===== src/rtl/wb_arbiter.sv =====
// Register-file write-back arbiter: in-order pipeline writes win, long-latency results queue in a squashable FIFO.
// Optional starvation guard enabled by defining WB_STARVE_GUARD_EN.
module wb_arbiter #(
    parameter int DW         = 32,
    parameter int AW         = 5,
    parameter int DEPTH      = 4,
    parameter int STARVE_MAX = 8
) (
    input  logic                       clk,
    input  logic                       rst,
    input  logic                       pipe_we_i,
    input  logic [AW-1:0]              pipe_waddr_i,
    input  logic [DW-1:0]              pipe_wdata_i,
    input  logic                       lsu_valid_i,
    output logic                       lsu_ready_o,
    input  logic [AW-1:0]              lsu_waddr_i,
    input  logic [DW-1:0]              lsu_wdata_i,
    output logic                       we_o,
    output logic [AW-1:0]              waddr_o,
    output logic [DW-1:0]              wdata_o,
    output logic                       stall_o,
    output logic [$clog2(DEPTH):0]     q_count_o
);

    localparam int PW = $clog2(DEPTH);

    if (DEPTH < 2 || DEPTH > 16 || (DEPTH & (DEPTH - 1)) != 0 || STARVE_MAX < 1) begin : g_bad_cfg
        $error("wb_arbiter: illegal DEPTH or STARVE_MAX");
    end

    logic [AW-1:0]    addr_q [DEPTH];
    logic [DW-1:0]    data_q [DEPTH];
    logic [DEPTH-1:0] vld_q, vld_d;
    logic [PW:0]      rd_q, rd_d, wr_q, wr_d;

    logic [PW:0]      occ;
    logic [PW-1:0]    rd_idx, wr_idx;
    logic             not_empty, head_vld, push, pop;

    assign rd_idx    = rd_q[PW-1:0];
    assign wr_idx    = wr_q[PW-1:0];
    assign occ       = wr_q - rd_q;
    assign not_empty = (occ != '0);
    assign head_vld  = rst && not_empty && vld_q[rd_idx];

    assign lsu_ready_o = rst && (occ < (PW+1)'(DEPTH));
    assign q_count_o   = rst ? occ : '0;

    // Squashed heads never need the write port, so they drain even under pipeline priority.
    assign pop  = rst && not_empty && (!vld_q[rd_idx] || !pipe_we_i);
    assign push = lsu_valid_i && lsu_ready_o && (lsu_waddr_i != '0)
               && !(pipe_we_i && (pipe_waddr_i == lsu_waddr_i));

    always_comb begin
        we_o    = 1'b0;
        waddr_o = '0;
        wdata_o = '0;
        if (pipe_we_i) begin
            we_o    = 1'b1;
            waddr_o = pipe_waddr_i;
            wdata_o = pipe_wdata_i;
        end else if (head_vld) begin
            we_o    = 1'b1;
            waddr_o = addr_q[rd_idx];
            wdata_o = data_q[rd_idx];
        end
    end

    always_comb begin
        vld_d = vld_q;
        rd_d  = rd_q;
        wr_d  = wr_q;
        if (pipe_we_i) begin
            for (int unsigned i = 0; i < DEPTH; i++) begin
                if (addr_q[i] == pipe_waddr_i) vld_d[i] = 1'b0;
            end
        end
        if (pop) rd_d = rd_q + 1'b1;
        if (push) begin
            vld_d[wr_idx] = 1'b1;
            wr_d          = wr_q + 1'b1;
        end
    end

    always_ff @(posedge clk) begin
        if (!rst) begin
            vld_q <= '0;
            rd_q  <= '0;
            wr_q  <= '0;
        end else begin
            vld_q <= vld_d;
            rd_q  <= rd_d;
            wr_q  <= wr_d;
        end
    end

    always_ff @(posedge clk) begin
        if (push) begin
            addr_q[wr_idx] <= lsu_waddr_i;
            data_q[wr_idx] <= lsu_wdata_i;
        end
    end

`ifdef WB_STARVE_GUARD_EN
    localparam int SW = $clog2(STARVE_MAX + 1);

    logic [SW-1:0] starve_q, starve_d;
    logic          stall_q, stall_d;

    always_comb begin
        starve_d = starve_q;
        if (pop) begin
            starve_d = '0;
        end else if (head_vld && pipe_we_i && (starve_q < SW'(STARVE_MAX))) begin
            starve_d = starve_q + 1'b1;
        end
        stall_d = (starve_d >= SW'(STARVE_MAX));
    end

    always_ff @(posedge clk) begin
        if (!rst) begin
            starve_q <= '0;
            stall_q  <= 1'b0;
        end else begin
            starve_q <= starve_d;
            stall_q  <= stall_d;
        end
    end

    assign stall_o = stall_q;
`else
    assign stall_o = 1'b0;
`endif

endmodule


===== config.mk =====
export PLATFORM = sky130hd
export DESIGN_NAME = wb_arbiter
export DESIGN_NICKNAME = d
export VERILOG_FILES = /design/src/rtl/wb_arbiter.sv
export SDC_FILE = /design/constraint.sdc
export NUM_CORES = 1
export LEC_CHECK = 0
export ABC_AREA = 1
export CAP_MARGIN = 20
export CORE_ASPECT_RATIO = 1.4
export CORE_UTILIZATION = 45
export CTS_CLUSTER_SIZE = 8
export DETAILED_ROUTE_END_ITERATION = 10
export GPL_TIMING_DRIVEN = 0
export PLACE_DENSITY = 0.81
export SETUP_SLACK_MARGIN = 0.1
export SLEW_MARGIN = 20
export SYNTH_ARGS = -nofsm -noshare
export SYNTH_HDL_FRONTEND = slang
export SYNTH_SLANG_ARGS = --single-unit

===== constraint.sdc =====
create_clock -name clk -period 5.6 [get_ports clk]
set_input_delay 1.12 -clock clk [delete_from_list [all_inputs] [get_ports clk]]
set_output_delay 1.12 -clock clk [all_outputs]
set_load 0.02 [all_outputs]

## Yosys cells after proc, flatten, opt, wreduce, memory -nomap -nowiden

Memory sizes are Yosys's and may differ from the RTL's. A register that Yosys moved wholly into a read port is not among the register bits.
Cells that the tools add are included.

| storage, ports and cells | value |
|---|---|
| bits in writable memories | 148 |
| bits in registers | 10 |
| output and inout port bits | 43 |
| bits in latches | 0 |
| memories | 2 |
| word-level logic and storage cells | 56 |
| ROM bits | 0 |
| bits of input ports | 78 |

Memories:

| memory | depth | bits a word | rd ports | clocked after Yosys merged registers in | write ports | line | text |
|---|---|---|---|---|---|---|---|
| data_q | 4 | 32 | 1 | 1 | 1 | 32 | `logic [DW-1:0] data_q [DEPTH];` |
| addr_q | 4 | 5 | 5 | 1 | 1 | 31 | `logic [AW-1:0] addr_q [DEPTH];` |

| cells by class | value |
|---|---|
| multipliers | 0 |
| shifts and indexed selects | 0 |
| eq/ne operators | 5 |
| add/sub/neg operators | 3 |
| muxes and demuxes | 23 |
| divide/modulo/power cells | 0 |
| bitwise logic cells | 1 |
| reduce and logical (&&, ||, !) cells | 15 |
| $lt $le $gt $ge | 4 |

Operator list:

| kind | count |
|---|---|
| $mux W32 | 2 |
| $eq A5 B5 Y1 | 5 |
| $mux W1 | 10 |
| $mux W5 | 2 |
| $logic_and A1 B1 Y1 | 9 |
| $mux W2 | 4 |
| $mux W4 | 2 |
| $add A3 B1 Y3 const B | 2 |
| $lt A2 B3 Y1 const B | 2 |
| $reduce_bool A5 Y1 | 1 |
| $or A4 B4 Y4 | 1 |
| $logic_not A1 Y1 | 3 |
| $lt A3 B3 Y1 const B | 1 |
| $mux W3 | 1 |
| $reduce_bool A3 Y1 | 1 |
| $sub A3 B3 Y3 | 1 |
| $bmux W1 S2 | 1 |
| $demux W1 S2 | 1 |
| $ge A2 B1 Y1 const B | 1 |
| $logic_or A1 B1 Y1 | 1 |

## Longest topological paths before layout

Gate-level depths: netlist of the first run.

| depth | value |
|---|---|
| depth after elaboration | 8 |
| mapped depth | 10 |
| gate-level depth less buffers | 10 |

## Worst setup path after synthesis of the first run

Ideal clock, no wire load.

| timing path | value |
|---|---|
| kind | input to output |
| start point | in pipe_we_i |
| end point | out wdata_o[23] |
| data required time | 4.480 ns |
| data arrival time | 2.238 ns |
| stages | 6 |
| path slack | 2.242 ns |
| buffers on the path | 3 |
| cells stage by stage | clkbuf_1 -> inv_1 -> buf_2 -> buf_2 -> nand2_1 -> o21ai_0 |

| between the ends | value |
|---|---|
| longest elaborated chain between the ends | 1 |

Ends and longest elaborated chain:

| item | line | text |
|---|---|---|
| start: declaration | 11 | `input logic pipe_we_i,` |
| $mux W32 | 58 | `if (pipe_we_i) begin` |
| end: declaration | 20 | `output logic [DW-1:0] wdata_o,` |

Every way passes these cells.

## Worst setup path in the final report of the first run

| timing path | value |
|---|---|
| start point | in pipe_we_i |
| end point | out wdata_o[7] |

Same word-level chain as after synthesis.

==> impl_metrics.toml, run 1 <==
[timing]
period_share_pct = 78.6
tightestPinTransition_ps = 702
slew_viol_final = 0
clock.fmax_mhz = 227
clock_skew_ps = 4.71
period_needed_ps = 4400
holdWs_ps = 467
fin_tns_setup_ps = 0
rsz0062_at_grt = "no"
hold_viol = 0
relSlewSlack_pct = 53.2
setup_viol = 0

[power]
p_switching_mw = 1.20
p_int_mw = 2.48
powerDensity_nw_per_um2 = 397
power_frac_seq_pct = 38.4
p_clk_share_pct = 32.4
power_switching_share_pct = 32.7
power_frac_comb_pct = 29.3
power.leakage_nw = 3.32
total_power_mw = 3.68
peakVddDrop_v = 0.000244

[place]
post_dp_cell_area_um2 = 8650
gp_congestion = 0.916
io_buffer_count = 117
dp_hpwl_um = 12300

[worst_setup_path]
cp_num_cells = 6
crit_type = "in -> out"
r2r-start = "wr_q[0]"
cpPeakStageDelay_ps = 640
timing.rr.end = "data_q[2][24]"
cp_common_cell = "clkbuf_1"
crit_start = "pipe_we_i"
path_max_fanout = 10
end_kind = "output port"
cp_top_family = "buffers and inverters"
critPathLaunchType = "input pin"
critPathBufInv = 4
endpoint = "wdata_o[7]"
critical_path.cell_chain = "clkbuf_1, buf_2, clkbuf_1, nand2_1, o21ai_2, clkdlybuf4s50_1"
worst-r2r-cell-count = 9
regToRegSetupSlack_ps = 2930
cp_slowest_cell = "clkdlybuf4s50_1"
critPathRequiredTime_ps = 4480
crit_arrival_ps = 3280

[yosys]
ys_types = 30
ys_ff_latch = 160
synthCells = 660
syn_area_per_cell_um2 = 10.8
syn_area_um2 = 7150
yosysMostFrequentCell = "edfxtp_1"
async_flop_share_pct = 0
netlist.area_leader.share_pct = 62.2
yosysWarningCount = 0
ys_top_cells_by_count = "148 x edfxtp_1, 116 x nand2_1, 94 x nor2_1, 93 x o21ai_0, 36 x o22ai_1"
synth_area_leaders = "edfxtp_1 62%, o21ai_0 6.5%, nand2_1 6.1%, nor2_1 4.9%, dfxtp_1 3.4%"
synth_edf_count = 148
synth_ff_type = "edfxtp_1"
yosysSeqAreaShare_pct = 65.5
synth_area_leader_cell = "edfxtp_1"
syn_nets = 745

[clock_tree]
cts.repair.resized = 0
cts_sinks = 160
worst_skew_pair.late_latency_ps = 430
clkTransAtPathRegs_ps = 60
ctsHoldBuffers = 0
cts_tree = "yes"
cts-root-buf = "clkbuf_16"
post_cts.repair.setup_buffers = 0
cts_buffers = 17
htree_levels = 4
cts.path.max_buffers = 2

[grt]
grt_pass1_wl_um = 28300
first_global_vias = 5365
grt_max_degree = 31
antenna_found_initial = 1
grt_overflow = 0
groute.usage.overall_pct = 24.1

[route]
drc = 0
wirelength_um = 18900
wl_per_cell_um = 18.7
via_per_inst = 5.53
detail_route.iter0.violations = 528
vias = 5582
first_pass_iters = 5
ant_nets = 0

[run]
cap_violations = 0

[floorplanning]
fp-row-count = 54
chipWidth_um = 109
io_pins = 121
initial_utilization_pct = 46.0
dieArea_um2 = 16400
die_h_um = 151
coreArea_um2 = 15500

[layout]
syn_to_final_growth_pct = 29.5
finalInstanceArea_um2 = 9260
fin_nets = 885
layout-drive-gt1-share_pct = 10.7

[worst_hold_path]
hold_path_class = "reg -> reg"

[run_status]
status = "finished clean"
sequential cells by signal (all words and copies together) (netlist names), named ones only:
| signal | cells |
|---|---|
| data_q | 128 |
| addr_q | 20 |
| vld_q | 4 |
| rd_q | 3 |
| wr_q | 3 |
layout by cell type (no fill, tap or decap), drive strengths merged:
master	instances
nand2	118
nor2	95
inv	35
bufinv	3
fa	1
o22ai	36
nor3	2
xor2	8
clkbuf	38
buf	23
nand3	19
edfxtp	148
conb	1
dfxtp	12
ha	6
diode	1
clkinv	4
clkdlybuf4s50	117
clkinvlp	4
a21oi	18
nand3b	1
o21ai	122
nand4	2
area by class of cell:
| type | instances | area (µm²) |
|---|---|---|
| fillers | 1214 | 6280 |
| flip-flops and latches | 160 | 4680 |
| multi-input cells | 429 | 2130 |
| repair buffers | 121 | 1250 |
| clock buffers | 18 | 429 |
| well taps | 196 | 245 |
| plain buffers | 39 | 219 |
| clock inverters | 14 | 183 |
| inverters | 32 | 120 |
| diodes | 1 | 2.50 |
through the flow:
step           std cells  util [%]  setup slack, ps
2_1_floorplan        660         -             2240
3_3_place_gp         973      55.1             1220
3_5_place_dp         977      55.6             1200
4_1_cts             1009      59.6             1190
5_1_grt             1010      59.6             1080
6_report            1010      59.6             1200
kinds of logic after synthesis:
| family | share of synthesized area (%) |
|---|---|
| fa+ha+maj | 1.33 |
| xor+xnor | 0.980 |
| simple gates | 13.4 |
| other cells | 0.0524 |
| buf+inv | 4.74 |
| compound gates | 14.0 |
| flops | 65.5 |
tightest hold or removal path, delay by kind of cell, from the launching register on:
family	cells	cell delay (ps)
AND/OR/NAND/NOR	1	60
flip-flops	1	310
AO/OA/AOI/OAI	1	50
power groups by stage:
stage               clock network [mW]  logic (mW)  registers (mW)
floorplan                            0       0.665            1.43
global placement                     0        1.02            1.44
detailed placement                   0        1.06            1.44
CTS                               1.19        1.07            1.41
global route                      1.24        1.17            1.42
finish                            1.19        1.08            1.41
how the worst min path moves through the flow:
stage	startpoint	endpoint	slack, ps	cells past startpoint
final	vld_q[1]	vld_q[1]	470	2
after floorplan	vld_q[0]	vld_q[0]	440	2
after CTS	vld_q[1]	vld_q[1]	470	2
after detailed placement	vld_q[1]	vld_q[1]	460	2
after global placement	vld_q[1]	vld_q[1]	450	2
after global routing	vld_q[1]	vld_q[1]	480	2
metal layers:
layer / GRT usage (%) / share of wire (%)
met1: 27.0 / 36
met2: 44.0 / 53
met3: 3.70 / 7.7
met4: 11.7 / 3.3
met5: 0 / 0
No activity file was read; power rests on OpenSTA's default activity.
==> run 2: changes to the inputs <==
PLACE_DENSITY = 0.84   (was 0.81)
clock period = 3.9 ns   (was 5.6 ns; I/O delays follow)
==> run 2 against run 1 <==
Cell count barely moved. Non-clock buffer count did not move. Design area rose by 0.15%. Global-route usage fell by 0.96 points. Clock skew rose by 1.5 ps. Critical path depth rose by 4. Die area did not move. Sequential cell count did not move. Total power rose by 44%. Critical endpoint unchanged. Worst hold slack improved by 11 ps.
==> impl_metrics.toml, run 2 (same netlist as run 1, synthesis figures left out) <==
[timing]
relSlewSlack_pct = 53.4
slew_viol_final = 0
rsz0062_at_grt = "no"
period_share_pct = 92.6
hold_viol = 0
setup_viol = 0
holdWs_ps = 478
fin_tns_setup_ps = 0
clock.fmax_mhz = 277
tightestPinTransition_ps = 698
period_needed_ps = 3610
clock_skew_ps = 6.20

[place]
dp_hpwl_um = 12400
io_buffer_count = 117
gp_congestion = 0.940

[worst_setup_path]
crit_type = "reg -> out"
end_kind = "output port"
crit_start = "wr_q[0]"
r2r-start = "wr_q[0]"
crit_arrival_ps = 2830
critPathLaunchType = "flip-flop"
path_max_fanout = 10
critPathRequiredTime_ps = 3120

[route]
wl_per_cell_um = 18.3
first_pass_iters = 5
vias = 5602
ant_nets = 0
via_per_inst = 5.55
detail_route.iter0.violations = 485
wirelength_um = 18500
drc = 0

[clock_tree]
cts.path.max_buffers = 2
cts_sinks = 160
cts_buffers = 17
post_cts.repair.setup_buffers = 0
cts-root-buf = "clkbuf_16"
cts_tree = "yes"
worst_skew_pair.late_latency_ps = 430
htree_levels = 4
clkTransAtPathRegs_ps = 60

[floorplanning]
die_h_um = 151
fp-row-count = 54
io_pins = 121
chipWidth_um = 109
dieArea_um2 = 16400
initial_utilization_pct = 46.0
coreArea_um2 = 15500

[layout]
antenna_cells = 0
reg.largest.list = "data_q: 128 flops, addr_q: 20 flops, vld_q: 4 flops"
layout_common_cells = "148 x edfxtp_1, 116 x nand2_1, 94 x nor2_1"
regMostFlops = "data_q"
largest_reg_flops = 128
layout-drive-gt1-share_pct = 10.5
syn_to_final_growth_pct = 29.7
fin_nets = 885
layout_commonest_cell = "edfxtp_1"

[run_status]
status = "finished clean"

[grt]
antenna_found_initial = 0
first_global_vias = 5431
grt_max_degree = 27
grt_pass1_wl_um = 27600
groute.usage.overall_pct = 23.1
grt_overflow = 0

[power]
power.leakage_nw = 3.58
powerDensity_nw_per_um2 = 569
peakVddDrop_v = 0.000382
total_power_mw = 5.28

[worst_hold_path]
hold_path_class = "reg -> reg"
holdCritStartpoint = "vld_q[0]"

[run]
cap_violations = 0
[run 2: changes by cell type in the layout (fill, tap and decap cells not counted), moves of 2 or more]
cell / change
dlymetal6s2s_1: +14
clkdlybuf4s50_1: -38
dlygate4sd2_1: +24
inv_8: -2
clkinvlp_4: -2
clkbuf_1: +2
[run 2: layout make-up]
type                       instances  area (µm²)
multi-input combinational        429        2130
buffer                            39         221
sequential                       160        4680
inverter                          32         120
fill                            1219        6260
clock inverter                    12         184
timing repair buffer             121        1260
tap                              196         245
clock buffer                      20         437
[run 2: final timing paths]
path | end | slack [ps] | cells past startpoint
max | wdata_o[7] | 290 | 10
min | vld_q[0] | 480 | 2
max reg2reg | data_q[3][25] | 1280 | 9
min reg2reg | vld_q[0] | 480 | 2
[run 2: power breakdown]
part / switching (mW) / internal (mW)
Clock: 0.656 / 1.08
Sequential: 0.0501 / 1.98
Combinational: 0.982 / 0.538
[run 2: timing repair]
action,CTS,global route
hold buffers,0,0
resized for setup,25,14
endpoints found under the setup margin,30,14
[run 2: through the flow]
| stage | setup WS (ps) | instances | cell area [µm²] | util [%] |
|---|---|---|---|---|
| 2_1_floorplan | 1090 | 660 | 7150 | - |
| 3_3_place_gp | 138 | 973 | 8570 | 55.1 |
| 3_5_place_dp | 138 | 977 | 8650 | 55.6 |
| 4_1_cts | 115 | 1009 | 9240 | 59.5 |
| 5_1_grt | 139 | 1009 | 9280 | 59.7 |
| 6_report | 290 | 1009 | 9280 | 59.7 |
[run 2: critical path, stage by stage (launching register included)]
cell,delay (ps)
dfxtp_1,380
inv_1,110
ha_1,210
fa_1,510
nand2_1,50
nand3b_2,230
nand4_2,130
buf_6,190
buf_8,180
o21ai_2,80
dlygate4sd2_1,320
[run 2: metal layers]
layer,routed length (µm),global-route usage [%]
met5,0,0
met4,585,10.8
met3,1450,4.17
met2,9720,41.9
met1,6750,26.0
==> run 3: changes to the inputs <==
clock period = 3.15 ns   (was 3.9 ns; I/O delays follow)
==> run 3 against run 2 <==
Design area grew 2.8%. Largest cell class unchanged. Critical endpoint is now waddr_o[2]. Largest power group unchanged. Worst setup slack got worse by 240 ps. Die area unchanged.
==> impl_metrics.toml, run 3 (same netlist as run 1, synthesis figures left out) <==
[run_status]
status = "finished clean"

[route]
vias = 5685
first_pass_iters = 5
wl_per_cell_um = 18.9
drc = 0
detail_route.iter0.violations = 560
ant_nets = 0
via_per_inst = 5.58
wirelength_um = 19200

[floorplanning]
fp-row-count = 54
die_h_um = 151
chipWidth_um = 109
io_pins = 121
coreArea_um2 = 15500
dieArea_um2 = 16400
initial_utilization_pct = 46.0

[grt]
first_global_vias = 5595
grt_max_degree = 27
grt_overflow = 0
grt_pass1_wl_um = 28400
antenna_found_initial = 0
groute.usage.overall_pct = 23.8

[timing]
holdWs_ps = 478
rsz0062_at_grt = "yes"
setup_viol = 0
clock_skew_ps = 8.10
period_share_pct = 98.4
clock.fmax_mhz = 323
slew_viol_final = 0
worst_slack_ps = 50.0
period_needed_ps = 3100
hold_viol = 0
relSlewSlack_pct = 56.0
tightestPinTransition_ps = 660

[clock_tree]
ctsHoldBuffers = 0
clkTransAtPathRegs_ps = 60
cts_sinks = 160
cts.path.max_buffers = 2
worst_skew_pair.late_latency_ps = 430
htree_levels = 4
cts_tree = "yes"
cts_buffers = 17
cts-root-buf = "clkbuf_16"

[place]
gp_congestion = 0.940
dp_hpwl_um = 12400
io_buffer_count = 117
pre_cts_ws_ps = -312

[layout]
regMostFlops = "data_q"
reg.largest.list = "data_q: 128 flops, addr_q: 20 flops, vld_q: 4 flops"
antenna_cells = 0
syn_to_final_growth_pct = 33.4
layout_commonest_cell = "edfxtp_1"
layout-drive-gt1-share_pct = 17.1
layout_common_cells = "148 x edfxtp_1, 116 x nand2_1, 94 x nor2_1"
largest_reg_flops = 128
fin_nets = 895

[worst_setup_path]
path_max_fanout = 6
regToRegSetupSlack_ps = 670
r2r-start = "wr_q[0]"
critPathRequiredTime_ps = 2520
crit_type = "reg -> out"
critPathLaunchType = "flip-flop"
end_kind = "output port"
crit_arrival_ps = 2470
timing.rr.end = "data_q[3][26]"
worst-r2r-cell-count = 9

[worst_hold_path]
hold_depth = 2
min_to = "vld_q[1]"
hold_path_class = "reg -> reg"
holdCritStartpoint = "vld_q[1]"

[power]
power_frac_comb_pct = 31.7
powerDensity_nw_per_um2 = 717
power.leakage_nw = 3.52
peakVddDrop_v = 0.000492
total_power_mw = 6.83
p_int_mw = 4.61
p_clk_share_pct = 31.5
power_frac_seq_pct = 36.8
p_switching_mw = 2.22
power_switching_share_pct = 32.5

[run]
cap_violations = 0
## run 3: changes by cell type in the layout (fill, tap and decap cells not counted), moves of 4 or more
cell,delta
dlygate4sd2_1,-24
buf_6,+23
dlymetal6s2s_1,-13
o21ai_4,+11
buf_2,+10
buf_4,+10
o21ai_0,-8
o21ai_2,-7
o21ai_1,+4
## run 3: routing by layer
metal | track usage (%) | up-vias | routed length (µm)
li1 | - | 2626 | -
met1 | 26.9 | 2693 | 7160
met2 | 42.7 | 321 | 10300
met3 | 4.56 | 45 | 1320
met4 | 11.1 | 0 | 481
met5 | 0 | - | 0
## run 3: area by class of cell
| type | count | area, µm² |
|---|---|---|
| Fill cell | 1166 | 6000 |
| Inverter | 32 | 123 |
| Clock inverter | 12 | 184 |
| Timing Repair Buffer | 131 | 1360 |
| Multi-Input combinational cell | 429 | 2250 |
| Buffer | 39 | 248 |
| Tap cell | 196 | 245 |
| Clock buffer | 20 | 437 |
| Sequential cell | 160 | 4690 |
## run 3: worst max path at each step
stage / slack (ps) / to / depth (start not counted) / start
after floorplan: 480 / addr_q[0][0] / 8 / wr_q[0]
after global placement: -450 / data_q[0][23] / 7 / lsu_waddr_i[3]
after detailed placement: -310 / wdata_o[12] / 6 / pipe_we_i
after CTS: 20 / wdata_o[12] / 10 / wr_q[0]
after global routing: -10 / wdata_o[7] / 10 / wr_q[0]
final: 50 / waddr_o[2] / 10 / wr_q[0]
## run 3: through the flow
step           utilization [%]  setup TNS, ps  instance area [µm²]  cells
2_1_floorplan                -              0                 7150    660
3_3_place_gp              55.1         -63690                 8570    973
3_5_place_dp              55.6          -3710                 8650    977
4_1_cts                   60.8              0                 9450   1017
5_1_grt                   61.4          -44.6                 9540   1019
6_report                  61.4              0                 9540   1019
## run 3: worst max-delay path, stage by stage, from the launching register on
cell,delay [ps]
dfxtp_2,350
inv_4,40
ha_4,150
fa_1,480
nand2_1,80
nand3b_4,140
nand4_4,150
buf_12,220
buf_12,140
o21ai_4,150
buf_6,140
## run 3: power by group through the flow
stage	Clock (mW)	Sequential [mW]	Combinational, mW
2_1_floorplan	0	2.53	1.18
3_3_place_gp	0	2.55	1.81
3_5_place_dp	0	2.55	1.87
4_1_cts	2.15	2.51	2.07
5_1_grt	2.24	2.52	2.34
6_report	2.15	2.52	2.17
## run 3: repair_timing
action                                  CTS  global route
gates cloned                              2             1
resized for setup                       218            34
buffers inserted                          6             1
pin swaps                                 4             3
endpoints found under the setup margin   40            42
